===== src/rtl/ifetch_pkg.sv =====
// Shared types and constants for the instruction-fetch controller.
package ifetch_pkg;

  localparam int FETCH_W = 32;
  localparam logic [FETCH_W-1:0] NOP_INSTR = 32'h0000_0013;

  typedef enum logic [1:0] {
    IDLE,
    REQ,
    RESP,
    DRAIN
  } state_t;

  typedef struct packed {
    logic [FETCH_W-1:0] pc;
    logic [FETCH_W-1:0] instr;
  } fetch_entry_t;

endpackage


===== src/rtl/ifetch_fifo.sv =====
// Synchronous FIFO with flush (priority over push/pop); head visible combinationally.
// Latency: push visible at head the cycle after; a push while full is dropped.
module ifetch_fifo #(
  parameter int WIDTH = 64,
  parameter int DEPTH = 2,
  parameter int CNT_W = $clog2(DEPTH + 1)
) (
  input  logic             clk,
  input  logic             rst,
  input  logic             flush,
  input  logic             push,
  input  logic [WIDTH-1:0] push_dat,
  input  logic             pop,
  output logic [WIDTH-1:0] pop_dat,
  output logic [CNT_W-1:0] count,
  output logic             full,
  output logic             empty
);

  localparam int PTR_W = (DEPTH > 1) ? $clog2(DEPTH) : 1;

  logic [WIDTH-1:0] mem [DEPTH];
  logic [PTR_W-1:0] wr_ptr;
  logic [PTR_W-1:0] rd_ptr;
  logic             do_push;
  logic             do_pop;

  // Explicit wrap so non-power-of-two depths index correctly.
  function automatic logic [PTR_W-1:0] ptr_inc(input logic [PTR_W-1:0] p);
    return (p == PTR_W'(DEPTH - 1)) ? '0 : p + 1'b1;
  endfunction

  assign full    = (count == CNT_W'(DEPTH));
  assign empty   = (count == '0);
  assign do_push = push & ~full;
  assign do_pop  = pop & ~empty;
  assign pop_dat = mem[rd_ptr];

  always_ff @(posedge clk) begin
    if (rst || flush) begin
      wr_ptr <= '0;
      rd_ptr <= '0;
      count  <= '0;
    end else begin
      if (do_push) wr_ptr <= ptr_inc(wr_ptr);
      if (do_pop)  rd_ptr <= ptr_inc(rd_ptr);
      if (do_push && !do_pop)      count <= count + 1'b1;
      else if (do_pop && !do_push) count <= count - 1'b1;
    end
  end

  always_ff @(posedge clk) begin
    if (do_push) mem[wr_ptr] <= push_dat;
  end

endmodule


===== src/rtl/ifetch_ctrl.sv =====
// Instruction-fetch controller: single-outstanding imem requests, buffered words to decode.
// Latency: gnt cycle -> rvalid -> head valid next cycle; requests stop while the buffer is full.
module ifetch_ctrl #(
  parameter int              XLEN       = ifetch_pkg::FETCH_W,
  parameter int              FIFO_DEPTH = 2,
  parameter logic [XLEN-1:0] NOP_INSTR  = ifetch_pkg::NOP_INSTR
) (
  input  logic            clk,
  input  logic            rst,
  input  logic [XLEN-1:0] pc,
  input  logic            pc_sel,
  output logic            pc_advance,
  output logic            imem_req,
  output logic [XLEN-1:0] imem_addr,
  input  logic            imem_gnt,
  input  logic            imem_rvalid,
  input  logic [XLEN-1:0] imem_rdata,
  output logic            instr_valid,
  output logic [XLEN-1:0] instr,
  output logic [XLEN-1:0] instr_pc,
  input  logic            id_ready
);
  import ifetch_pkg::*;

  localparam int CNT_W = $clog2(FIFO_DEPTH + 1);
  localparam int CA_W  = CNT_W + 1;

  state_t          state;
  state_t          state_nxt;
  logic [XLEN-1:0] req_pc;
  fetch_entry_t    push_dat;
  fetch_entry_t    head_dat;
  logic            push_vld;
  logic            pop_vld;
  logic            fifo_full;
  logic            fifo_empty;
  logic [CNT_W-1:0] fifo_count;
  logic [CA_W-1:0]  count_after;

  assign imem_req    = (state == REQ);
  assign imem_addr   = pc;
  assign pc_advance  = imem_req & imem_gnt & ~pc_sel;
  assign instr_valid = ~fifo_empty & ~pc_sel;
  assign pop_vld     = instr_valid & id_ready;
  assign push_vld    = (state == RESP) & imem_rvalid & ~pc_sel;
  assign push_dat    = '{pc: req_pc, instr: imem_rdata};
  assign instr       = fifo_empty ? NOP_INSTR : head_dat.instr;
  assign instr_pc    = fifo_empty ? '0 : head_dat.pc;
  assign count_after = CA_W'(fifo_count) + CA_W'(push_vld) - CA_W'(pop_vld);

  always_comb begin
    state_nxt = state;
    case (state)
      IDLE:  if (!fifo_full && !pc_sel) state_nxt = REQ;
      REQ: begin
        if (imem_gnt)    state_nxt = pc_sel ? DRAIN : RESP;
        else if (pc_sel) state_nxt = IDLE;
      end
      RESP: begin
        if (imem_rvalid) begin
          if (pc_sel)                               state_nxt = IDLE;
          else if (count_after < CA_W'(FIFO_DEPTH)) state_nxt = REQ;
          else                                      state_nxt = IDLE;
        end else if (pc_sel) begin
          state_nxt = DRAIN;
        end
      end
      // The killed response still has to come back before a new request may go out.
      DRAIN: if (imem_rvalid) state_nxt = IDLE;
      default: state_nxt = IDLE;
    endcase
  end

  always_ff @(posedge clk) begin
    if (rst) begin
      state  <= IDLE;
      req_pc <= '0;
    end else begin
      state <= state_nxt;
      if (pc_advance) req_pc <= pc;
    end
  end

  ifetch_fifo #(
    .WIDTH($bits(fetch_entry_t)),
    .DEPTH(FIFO_DEPTH),
    .CNT_W(CNT_W)
  ) u_fifo (
    .clk     (clk),
    .rst     (rst),
    .flush   (pc_sel),
    .push    (push_vld),
    .push_dat(push_dat),
    .pop     (pop_vld),
    .pop_dat (head_dat),
    .count   (fifo_count),
    .full    (fifo_full),
    .empty   (fifo_empty)
  );

endmodule

===== config.mk =====
export PLATFORM = sky130hd
export DESIGN_NAME = ifetch_ctrl
export DESIGN_NICKNAME = d
export VERILOG_FILES = /design/src/rtl/ifetch_pkg.sv /design/src/rtl/ifetch_fifo.sv /design/src/rtl/ifetch_ctrl.sv
export SDC_FILE = /design/constraint.sdc
export NUM_CORES = 1
export LEC_CHECK = 0
export CORE_ASPECT_RATIO = 0.9
export CORE_MARGIN = 2
export CORE_UTILIZATION = 49
export DETAILED_ROUTE_END_ITERATION = 7
export GPL_ROUTABILITY_DRIVEN = 0
export PLACE_DENSITY = 0.8
export SYNTH_ARGS = -nofsm -noshare
export SYNTH_HDL_FRONTEND = slang
export SYNTH_SLANG_ARGS = --single-unit

===== constraint.sdc =====
create_clock -name clk -period 6.66 [get_ports clk]
set_input_delay 0.999 -clock clk [delete_from_list [all_inputs] [get_ports clk]]
set_output_delay 0.999 -clock clk [all_outputs]
set_load 0.03 [all_outputs]

; ---- After elaboration in Yosys (flattened, before gate mapping)
; Memory sizes are Yosys's and may differ from the RTL's. A register that Yosys moved wholly into a read port is not among the register bits.
; Index checks and enable logic that the tools add are counted.
[word_totals]
ff_bits = 38
latch_bits = 0
mem_bits_rw = 128
romBits = 0
in_bits = 70
output_inout_bits = 99
word_cells = 64
n_memories = 1
[op_classes]
add_sub_neg = 6
multipliers = 0
div = 0
n_lt_le_gt_ge = 1
eq_ne = 8
shift = 0
n_mux = 20
bitwise_logic = 11
n_reduce_logical = 12
[mem_list]
columns = name, depth, word_bits, read_ports, rd_clocked_by_memory_dff, wr, line_no
row1 = u_fifo.mem, 2, 64, 1, 1, 1, ifetch_fifo.sv:22  ; logic [WIDTH-1:0] mem [DEPTH];
[ops]
columns = operator, n
row1 = $mux W32, 2
row2 = $mux W2, 8
row3 = $mux W1, 9
row4 = $and A1 B1 Y1, 8
row5 = $pmux W2 S4, 1
row6 = $eq A2 B2 Y1 const B, 3
row7 = $logic_not A1 Y1, 4
row8 = $logic_not A2 Y1, 2
row9 = $ne A2 B2 Y1 const B, 2
row10 = $reduce_and A4 Y1, 1
row11 = $add A2 B1 Y3, 1
row12 = $logic_and A1 B1 Y1, 3
row13 = $lt A3 B2 Y1 const B, 1
row14 = $ne A3 B2 Y1 const B, 1
row15 = $ne A3 B3 Y1 const B, 1
row16 = $not A1 Y1, 3
row17 = $sub A3 B1 Y3, 1
row18 = $add A1 B1 Y1 const B, 2
row19 = $add A2 B1 Y2 const B, 1
row20 = $eq A2 B1 Y1 const B, 1
row21 = $reduce_bool A2 Y1, 1
row22 = $sub A2 B1 Y2 const B, 1
row23 = $logic_or A1 B1 Y1, 1

; ---- Longest topological paths before layout
[logic_depth]
word_depth = 10
depth_mapped = 11
depth_no_buf = 10

; ---- By module
; A second synthesis with hierarchy kept.
[unflattened]
hier_cells = 492
area_unflattened_um2 = 6954.2
[by_module_without_submodules]
columns = module, instances, cells_each, area_per_inst_um2, seq_area_each_um2
row1 = ifetch_fifo, 1, 226, 4848.4, 3943.8
row2 = ifetch_ctrl, 1, 266, 2105.8, 680.7

; ---- Least setup slack after synthesis
; Ideal clock, no wire load.
[synth_timing]
path_kind = input -> register
start = input pc_sel
end = memory u_fifo.mem[0][0], enable pin
setup_ns = 0.494
arrival_ns = 4.442
required_time_ns = 6.166
slack_ns = 1.724
stages = 3
path_buffers = 1
path_cell_list = clkbuf_1 -> nor4_4 -> nor2b_1
[synth_between]
elab_chain_cells = 5
[synth_rtl]
columns = item, line_no
row1 = start: declaration, ifetch_ctrl.sv:11  ; input logic pc_sel,
row2 = $not A1 Y1, ifetch_ctrl.sv:45  ; assign push_vld = (state == RESP) & imem_rvalid & ~pc_sel;
row3 = $and A1 B1 Y1, ifetch_ctrl.sv:45
row4 = $and A1 B1 Y1, ifetch_fifo.sv:35  ; assign do_push = push & ~full;
row5 = named net u_fifo.do_push, ifetch_fifo.sv:25  ; logic do_push;
row6 = $mux W1, ifetch_fifo.sv:53  ; if (do_push) mem[wr_ptr] <= push_dat;
row7 = $mux W1 (not written as such), ifetch_fifo.sv:53
row8 = end: declaration, ifetch_fifo.sv:22
; The timed path passes the listed nets, and every way through them passes these cells.

; ---- Worst setup path after layout
[layout_timing]
start = input pc_sel
end = output pc_advance
[layout_between]
elab_chain_cells = 2
[layout_rtl]
columns = item, line_no
row1 = $not A1 Y1, ifetch_ctrl.sv:42  ; assign pc_advance = imem_req & imem_gnt & ~pc_sel;
row2 = $and A1 B1 Y1, ifetch_ctrl.sv:42
row3 = end: declaration, ifetch_ctrl.sv:12  ; output logic pc_advance,
; No other way between the ends.

==> flow_summary_export.csv <==
group,metric,value,unit
outcome,run_status,"finished, final reports clean",
power,power.density_cell_area,267,nW/um2
synthesis,netlist_top_cells_area,"edfxtp_1, dfxtp_1, mux2i_1, nand2_1, nor2_1",
synthesis,count_leader_synth,"edfxtp_1",
synthesis,postSynth.topFlopCell,"edfxtp_1",
sta,post-route-period-util,74.9,%
critical_path,required_time_worst_endpoint,5.66,ns
clocking,clk_path_buf_depth,2,
power,power_frac_comb,8.1,%
floorplan,io_pins,169,
sta,hold_violations,0,
floorplan,fp.dieArea,14500,um2
synthesis,ys_top_cells_by_count,"edfxtp_1, nand2_1, nor2_1",
global_routing,global_route.usage.total,18.8,%
floorplan,die-width,127,um
global_routing,globalRoute.totalOverflow,0,
drt,drtAntennaViolNets,0,
placed_design,placement.io_buffers,168,
global_routing,antenna_found_initial,0,
sta,fmax,201,MHz
cells_and_area,fillerInstances,945,
placed_design,pre_cts_ws,1.65,ns
synthesis,synthesis.area,6630,um2
critical_path,worst_setup_path_end_kind,"primary output",
floorplan,std_cell_rows,40,
synthesis,ys.warnings.count,0,
clocking,post_cts.repair.setup_buffers,0,
drt,drc_errors,0,
clocking,postCtsHoldBufs,0,
drt,totalWireLength,13200,um
power,p_int,1850,uW
synthesis,ys_seq_elements,167,
power,sw_frac_of_total,21.1,%
synthesis,synthesized_instance_count,496,
synthesis,synthDominantAreaCellType,"edfxtp_1",
synthesis,synth_enable_flop_cells,128,
drt,1st_iter_drt_viols,240,
synthesis,yosysTopAreaCellShare,58.0,%
placed_design,place_hpwl,8270,um
global_routing,grt_pass1_vias,4309,
sta,timing.final.crit_period,4.99,ns
synthesis,synthArstFlopShare,0,%
global_routing,grt_first_pass_wirelength,21000,um
cells_and_area,layout-area-overhead-vs-synth,32.6,%
synthesis,syn_nets,569,
clocking,tritoncts,"built",
drt,drt_pre_antenna_iters,5,
worst_hold_path,min_path_type,"reg -> reg",
critical_path,timing_worst_setup_path_type,"in -> out",
clocking,path_clk_slew,0.06,ns
sta,setup_violations,0,
floorplan,floorplan.core_area,13300,um2
cells_and_area,proportion_of_layout_cells_with_a_drive_suffix_above_1,6.88,%
global_routing,largest_net_degree_at_the_start_of_global_routing,65,
sta,fin_setup_tns,0,ns
floorplan,starting_density_of_the_core,50.0,%
critical_path,worstSetupStartpointType,"primary input",
critical_path,crit_path_max_fanout,33,
sta,grt_setup_unrepaired,"no",
clocking,cts.sink_count,167,
clocking,cts_made_buffers,17,
drt,route.vias.total,4101,
power,power.clock.fraction,42.7,%
sta,worst_slew_pin_slew,1.16,ns
synthesis,synth.avg_cell_area,13.4,um2
cells_and_area,final_net_count,700,
clocking,post_cts_resize_count,0,
power,vdd_drop_max,0.184,mV
power,seq_power_share,49.3,%
cells_and_area,num_antenna_cells,0,
clocking,clockRootBuffer,"clkbuf_16",
clocking,insertion_delay,0.41,ns
clocking,ctsHtreeMaxLevel,4,
sta,fin_ws,1.67,ns
synthesis,ys_seq_area_share,69.7,%
sta,total_count_of_max_transition_violations_in_the_final_report,0,
critical_path,worst_ep_arrival_time,3.99,ns
drt,post_detailed_route_via_to_cell_ratio,5.08,
drt,wl_per_cell,16.3,um
flow_run,maxCapViolations,0,
synthesis,netlist-cell-type-count,32,
power,p_leak,0.00279,uW
power,switching_power,496,uW
sta,max-slew-margin-rel,23.0,%
sta,clock_skew,0.00574,ns
floorplan,chipHeight,114,um
per-stage QoR:
stage          cells  area, um2  power [uW]  utilization [%]  hold WS [ns]
2_1_floorplan    496       6630        1290                -         0.425
3_3_place_gp     776       8180        1360             61.7         0.428
3_5_place_dp     776       8180        1370             61.7         0.439
4_1_cts          808       8790        2370             66.3         0.453
5_1_grt          808       8790        2430             66.3         0.467
6_report         808       8790        2350             66.3         0.454
cells in the final DEF, fill, tap and decap left out, types with 2 or more instances in the layout:
master	n
nor2b_1	4
a21oi_1	33
inv_1	3
edfxtp_1	128
xor2_1	3
clkinv_4	3
xnor2_1	3
clkdlybuf4s50_1	167
mux2i_1	64
ha_1	2
inv_2	2
nor3_1	5
clkbuf_16	17
o21ai_0	4
bufinv_16	4
mux2_1	2
nor2_1	64
buf_4	2
dfxtp_1	38
nand2_1	66
clkinv_2	5
registers in the layout (all words and copies together) (netlist names), named ones only:
signal / cells
u_fifo.mem: 128
state: 2
u_fifo.rd_ptr: 1
u_fifo.count: 2
u_fifo.wr_ptr: 1
req_pc: 32
final timing paths:
path	end	depth (start not counted)	slack [ns]	from
setup / recovery	pc_advance	5	1.67	pc_sel
hold / removal	u_fifo.mem[0][44]	0	0.45	req_pc[12]
setup reg to reg	state[0]	10	3.78	u_fifo.count[1]
hold reg to reg	u_fifo.mem[0][44]	0	0.45	req_pc[12]
cell type report:
type	instances	area [um2]	area share, %
clock buffer	18	429	4.88
inverter	5	18.8	0.213
timing repair buffer	170	1690	19.2
tap	168	210	2.39
clock inverter	14	183	2.08
multi-input combinational	266	1630	18.6
sequential	167	4630	52.6
critical path, stage by stage:
cell and delay [ns]:
clkdlybuf4s50_1 0.62, inv_1 0.23, nand3_2 0.58, inv_2 0.73, clkdlybuf4s50_1 0.79
power by group through the flow:
stage | logic, uW | clock network, uW | registers [uW]
2_1_floorplan | 112 | 0 | 1170
3_3_place_gp | 185 | 0 | 1180
3_5_place_dp | 190 | 0 | 1180
4_1_cts | 191 | 1020 | 1160
5_1_grt | 203 | 1070 | 1160
6_report | 189 | 1000 | 1160
layer usage:
layer	part of all wire, %	up-vias	GRT usage, %
met4	1.4	0	7.03
li1	-	1982	-
met5	0	-	0
met3	5.6	15	4.53
met2	50	145	33.2
met1	43	1959	22.3
logic make-up (layout without fill, tap and decap cells):
logic type,after synthesis,after routing,share of synthesized area [%]
buffers and inverters,63,207,5.91
AO/OA/AOI/OAI,42,42,3.47
adder cells (fa/ha/maj),3,3,0.679
XOR/XNOR,6,6,0.793
flip-flops,167,167,69.7
multiplexers,66,66,10.0
AND/OR/NAND/NOR,149,149,9.42
(Power assumes the default switching activity.)
